**config.mk**
```make
export PLATFORM = sky130hd
export DESIGN_NAME = rd_addr_gen
export DESIGN_NICKNAME = d
export VERILOG_FILES = /design/src/rtl/rd_addr_gen_pkg.sv /design/src/rtl/rd_addr_gen_valid_pipe.sv /design/src/rtl/rd_addr_gen.sv
export SDC_FILE = /design/constraint.sdc
export NUM_CORES = 1
export LEC_CHECK = 0
export CAP_MARGIN = 10
export CORE_MARGIN = 2
export CORE_UTILIZATION = 41
export CTS_CLUSTER_DIAMETER = 50
export DETAILED_ROUTE_END_ITERATION = 7
export PLACE_DENSITY = 0.73
export SYNTH_ARGS = -nofsm -noshare
export SYNTH_HDL_FRONTEND = slang
export SYNTH_HIERARCHICAL = 1
export SYNTH_SLANG_ARGS = --single-unit
```
**constraint.sdc**
```tcl
create_clock -name clk -period 4.25 [get_ports clk]
set_clock_uncertainty 0.2 [all_clocks]
set_input_delay 0.85 -clock clk [delete_from_list [all_inputs] [get_ports clk]]
set_output_delay 0.85 -clock clk [all_outputs]
set_load 0.005 [all_outputs]
```
**src/rtl/rd_addr_gen_pkg.sv**
```systemverilog
// Shared MMU definitions for the read address generator: address widths,
// read latency default and FSM state encoding.
package rd_addr_gen_pkg;

    localparam int DIM_MAX_LOGIC_ADDRESS = 10;
    localparam int DIM_MAX_MEM           = 14;
    localparam int DIM_BRAM              = 12;
    localparam int DIM_SPRAM             = 14;
    localparam int DIM_STRIDE            = 6;
    localparam int RD_LAT_DEFAULT        = 2;

    localparam logic [1:0] ST_IDLE  = 2'd0;
    localparam logic [1:0] ST_RUN   = 2'd1;
    localparam logic [1:0] ST_DRAIN = 2'd2;
    localparam logic [1:0] ST_DONE  = 2'd3;

    typedef enum logic [1:0] {
        IDLE  = ST_IDLE,
        RUN   = ST_RUN,
        DRAIN = ST_DRAIN,
        DONE  = ST_DONE
    } rd_state_e;

endpackage

```
**src/rtl/rd_addr_gen_valid_pipe.sv**
```systemverilog
// Fixed-latency shift register carrying {valid, last} tags alongside memory
// reads, with synchronous clear; reusable by any reader of the MMU banks.
module rd_valid_pipe #(
    parameter int RD_LAT = 2
) (
    input  logic clk,
    input  logic rst,
    input  logic clr,
    input  logic in_valid,
    input  logic in_last,
    output logic out_valid,
    output logic out_last,
    output logic pending
);

    // Every stage except the output tap; used to decide when a drain can end.
    localparam logic [RD_LAT-1:0] INNER_MASK = {RD_LAT{1'b1}} >> 1;

    logic [RD_LAT-1:0] valid_sr;
    logic [RD_LAT-1:0] last_sr;

    always_ff @(posedge clk) begin
        if (rst || clr) begin
            valid_sr <= '0;
            last_sr  <= '0;
        end else begin
            valid_sr[0] <= in_valid;
            last_sr[0]  <= in_last;
            for (int i = 1; i < RD_LAT; i++) begin
                valid_sr[i] <= valid_sr[i-1];
                last_sr[i]  <= last_sr[i-1];
            end
        end
    end

    assign out_valid = valid_sr[RD_LAT-1];
    assign out_last  = last_sr[RD_LAT-1];
    assign pending   = |(valid_sr & INNER_MASK);

endmodule

```
**src/rtl/rd_addr_gen.sv**
```systemverilog
// Read-side MMU address generator: issues a strided burst of reads to both
// memory banks and tags returning data with valid/last after the read latency.
module rd_addr_gen #(
    parameter int DIM_MAX_LOGIC_ADDRESS = rd_addr_gen_pkg::DIM_MAX_LOGIC_ADDRESS,
    parameter int DIM_MAX_MEM           = rd_addr_gen_pkg::DIM_MAX_MEM,
    parameter int DIM_BRAM              = rd_addr_gen_pkg::DIM_BRAM,
    parameter int DIM_SPRAM             = rd_addr_gen_pkg::DIM_SPRAM,
    parameter int DIM_STRIDE            = rd_addr_gen_pkg::DIM_STRIDE,
    parameter int RD_LAT                = rd_addr_gen_pkg::RD_LAT_DEFAULT
) (
    input  logic                             clk,
    input  logic                             rst,
    input  logic                             clr,
    input  logic                             start,
    input  logic [DIM_MAX_MEM-1:0]           rd_baddr1,
    input  logic [DIM_MAX_MEM-1:0]           rd_baddr2,
    input  logic [DIM_MAX_LOGIC_ADDRESS-1:0] rd_offset,
    input  logic [DIM_STRIDE-1:0]            stride,
    input  logic [DIM_MAX_LOGIC_ADDRESS-1:0] len,
    input  logic                             k_rd_id,
    input  logic                             v_rd_id,
    input  logic [DIM_MAX_LOGIC_ADDRESS-1:0] k_len,
    input  logic [DIM_MAX_LOGIC_ADDRESS-1:0] v_len,
    input  logic                             stall,
    output logic                             rd_en,
    output logic [DIM_MAX_LOGIC_ADDRESS-1:0] logic_addr,
    output logic [DIM_BRAM-1:0]              src_addr_bram1,
    output logic [DIM_BRAM-1:0]              src_addr_bram2,
    output logic [DIM_SPRAM-1:0]             src_addr_spram1,
    output logic [DIM_SPRAM-1:0]             src_addr_spram2,
    output logic                             rd_valid,
    output logic                             rd_last,
    output logic                             busy,
    output logic                             done
);

    import rd_addr_gen_pkg::*;

    localparam int LW = DIM_MAX_LOGIC_ADDRESS;
    localparam logic [LW-1:0] ONE = 1;

    rd_state_e            state;
    logic [DIM_MAX_MEM-1:0] baddr1_q;
    logic [DIM_MAX_MEM-1:0] baddr2_q;
    logic [DIM_STRIDE-1:0]  stride_q;
    logic [LW-1:0]          eff_len_q;
    logic [LW-1:0]          addr_acc;
    logic [LW-1:0]          cnt;
    logic [LW-1:0]          sel_len;
    logic                   is_last;
    logic                   pending;
    logic                   abort;
    logic [DIM_MAX_MEM-1:0] phys1;
    logic [DIM_MAX_MEM-1:0] phys2;

    assign abort   = rst | clr;
    assign sel_len = v_rd_id ? v_len : (k_rd_id ? k_len : len);
    assign is_last = (cnt == eff_len_q - ONE);

    // Gating with abort keeps a read from escaping in the cycle it is cancelled.
    assign rd_en      = (state == RUN) && !stall && !abort;
    assign logic_addr = addr_acc;
    assign busy       = (state != IDLE);
    assign done       = (state == DONE);

    assign phys1 = baddr1_q + {{(DIM_MAX_MEM-LW){1'b0}}, addr_acc};
    assign phys2 = baddr2_q + {{(DIM_MAX_MEM-LW){1'b0}}, addr_acc};

    assign src_addr_bram1  = phys1[DIM_BRAM-1:0];
    assign src_addr_bram2  = phys2[DIM_BRAM-1:0];
    assign src_addr_spram1 = phys1[DIM_SPRAM-1:0];
    assign src_addr_spram2 = phys2[DIM_SPRAM-1:0];

    always_ff @(posedge clk) begin
        if (abort) begin
            state     <= IDLE;
            baddr1_q  <= '0;
            baddr2_q  <= '0;
            stride_q  <= '0;
            eff_len_q <= '0;
            addr_acc  <= '0;
            cnt       <= '0;
        end else begin
            case (state)
                IDLE: begin
                    if (start) begin
                        baddr1_q  <= rd_baddr1;
                        baddr2_q  <= rd_baddr2;
                        stride_q  <= stride;
                        eff_len_q <= sel_len;
                        addr_acc  <= rd_offset;
                        cnt       <= '0;
                        state     <= (sel_len == '0) ? DONE : RUN;
                    end
                end
                RUN: begin
                    if (!stall) begin
                        addr_acc <= addr_acc + {{(LW-DIM_STRIDE){1'b0}}, stride_q};
                        cnt      <= cnt + ONE;
                        if (is_last) begin
                            state <= DRAIN;
                        end
                    end
                end
                // Leave once only the output tap may still hold data, so done
                // lands exactly one cycle after the final rd_valid.
                DRAIN: begin
                    if (!pending) begin
                        state <= DONE;
                    end
                end
                DONE: begin
                    state <= IDLE;
                end
                default: begin
                    state <= IDLE;
                end
            endcase
        end
    end

    rd_valid_pipe #(
        .RD_LAT(RD_LAT)
    ) u_valid_pipe (
        .clk      (clk),
        .rst      (rst),
        .clr      (clr),
        .in_valid (rd_en),
        .in_last  (rd_en & is_last),
        .out_valid(rd_valid),
        .out_last (rd_last),
        .pending  (pending)
    );

endmodule

```
==> run metrics <==
number of global-route vias before repair 4,115; post-synthesis sequential area ratio 31.12%; final weighted congestion in routability-driven placement 0.8864; sinks on the clock net 70; clk root buf clkbuf_8; Hold WS 0.2615 ns; number of hold-slack violations in the final timing report 0; number of ports placed on the die boundary 148; CP arrival 3.03 ns; post-synth top area share 31.12%; pin count of the biggest net entering global routing 45; number of buffers on the longest clock path 2; most numerous cell types in the synthesized netlist dfxtp_1 (70), a22o_1 (43), nand2_1 (35), nor2_1 (35), ha_1 (33); fraction of met1 tracks used by global routing 25.74%; Post-Synthesis Cell Area 0.004503 mm²; TritonCTS clock tree built; total number of H-tree levels 3; Antenna Nets Post-Route 0; top cell type by total area after synthesis dfxtp_1; max-slew headroom at the worst pin 36.88%; busiest metal layer after global routing met2; count of max-cap constraint violations 0; Post-CTS Hold Fix Bufs 0; utilization after layout 57.57%; starting density of the core 41.72%; most repeated cell in the gate-level netlist after synthesis dfxtp_1; horizontal die dimension 108.8 µm; global-route wire length before repair 19,670 µm; Setup Viol. Count Final 0; Tightest Pin Transition 0.9468 ns; critical path class flop to output port; leakage component of the power 0.002552 µW; power per unit of standard cell area 265.3 mW/mm²; overall routing resource usage 21.04%; number of violations reported at the end of detailed-routing iteration 0 196; later-pin clock latency in the skew report 0.34 ns; clock period minus worst slack 4.075 ns; setup fix buffers added after clock tree synthesis 0; share of cells above drive strength 1 6.951%; overall die height 108.8 µm; setup repair after global routing missed its margin no; area added between synthesis and finish 37.98%; DR vias/cell 5.462; average wire per standard cell 16.44 µm; Period Utilization, post-route 95.89%; number of antenna violations at the first check in global routing 0; Crit Path Max Fanout 5; antenna diode count 0; Detailed Place HPWL 9555 µm; number of CTS-inserted buffers 9; maximum clock rate 245.4 MHz; Total Die Area 0.01184 mm²; dominant register cell in the synthesized netlist dfxtp_1; nets in the synthesized netlist 628; total of buffers placed on input and output ports 147; count of different cell masters after synthesis 58; total negative setup slack 0 ns; Post-layout nets 746; final instance area 0.006213 mm²; number of DRC violations after detailed routing 0; area inside the core boundary 0.01079 mm²; global-route met3 utilization 3.646%; required time reported for the critical path endpoint 3.20 ns; share of synthesized registers carrying an async set or reset 0%; detailed-routing iteration count for the pre-antenna-repair pass 4; number of vias after detailed routing 4,222; largest vdd supply drop 146.6 µV; nature of the critical path startpoint flop; register bit count reported by yosys 70; number of enable flip-flop cells after synthesis 0; GR Overflow Total 0; outcome finished clean; synthesized instance count 511; num rows 38; grt met2 use 37.05%; type of the tightest min-delay check flop to flop; post-detailed-routing wire length 12,710 µm; Yosys warnings 6; Post-Place Cell Area 0.005939 mm²; max-slew violation count 0; clock transition at the register clock pins on the worst setup and hold paths after CTS 0.08 ns; dominant cells by area after synthesis dfxtp_1 (31%), ha_1 (9.2%), a22o_1 (8.4%), xnor2_1 (5.6%), buf_4 (4.0%); synthesized area per cell 8.812 µm²; Crit. End Element output port
-- cell usage in the layout (no fill, tap or decap), types with 9 or more instances in the layout --
cell type        count
a21oi_1             14
xnor2_1             29
a22o_1              43
nor2_1              35
o21a_1               9
xor2_1              15
dfxtp_1             68
nor3_1               9
nand2_1             35
nand4_1              9
ha_1                33
inv_1               23
o21ai_0             25
clkdlybuf4s50_1    142
mux2i_1             14
clkbuf_8            12
-- state kept, by name, indices dropped and copies added (netlist names) --
register and cells:
stride_q 6, eff_len_q 10, logic_addr 10, u_valid_pipe/last_sr 2, baddr2_q 14, cnt 10
state 2, baddr1_q 14, u_valid_pipe/valid_sr 2
-- report_power, final --
group          total, µW  internal, µW  switching, µW
Sequential           700           676           24.4
Combinational        376           218            158
Clock                573           315            257
-- kinds of logic after synthesis --
family,Yosys count,synth area share [%]
fa+ha+maj,36,10.50
simple gates,135,15.42
mux,14,3.112
compound gates,143,23.23
flops,70,31.12
buf+inv,68,7.696
xor+xnor,45,8.919
-- what timing repair did --
item | in CTS | in global routing
gates resized for setup | 5 | 13
pin swaps | 0 | 4
setup endpoints to repair | 7 | 9
-- metrics by stage --
step                      setup WS (ns)  cells  total power, µW
after floorplan                  0.8933    511            902.8
after global placement           0.2153    758             1080
after detailed placement         0.1901    758             1089
after CTS                       0.02016    773             1657
after global routing            0.01599    773             1723
final                            0.1749    773             1649
-- metal layers --
metal / wire length [µm] / vias to the layer above
met5: 0 / -
met4: 293 / 0
met3: 798 / 24
met2: 6321 / 151
met1: 5298 / 1984
li1: - / 2063
-- cell type report --
cell class | count | area [µm²]
fillers | 997 | 4579
flip-flops and latches | 70 | 1406
repair buffers | 152 | 1521
clock inverters | 3 | 42.54
multi-input cells | 373 | 2816
well taps | 140 | 175.2
inverters | 23 | 86.33
clock buffers | 12 | 165.2
-- worst max-delay path: stages, from the launching register on --
cell and delay (ns):
dfxtp_4 0.37, ha_1 0.21, inv_1 0.07, fa_1 0.20
nor2b_1 0.06, o21ai_1 0.11, nand2b_1 0.13, a311o_1 0.41
a31o_1 0.24, a21oi_2 0.15, xnor2_1 0.18, clkdlybuf4s50_1 0.55
-- worst paths after layout --
kind,depth (start not counted),end,slack [ns],start
setup / recovery,11,src_addr_bram1[10],0.17,logic_addr[0]$_SDFFE_PN0P_
hold / removal,1,u_valid_pipe/last_sr[1]$_SDFF_PP0_,0.26,u_valid_pipe/last_sr[0]$_SDFF_PP0_
setup reg to reg,9,state[1]$_SDFFE_PN0P_,1.56,eff_len_q[0]$_SDFFE_PN0P_
hold reg to reg,1,u_valid_pipe/last_sr[1]$_SDFF_PP0_,0.26,u_valid_pipe/last_sr[0]$_SDFF_PP0_
Power figures use the tool's default switching activity.
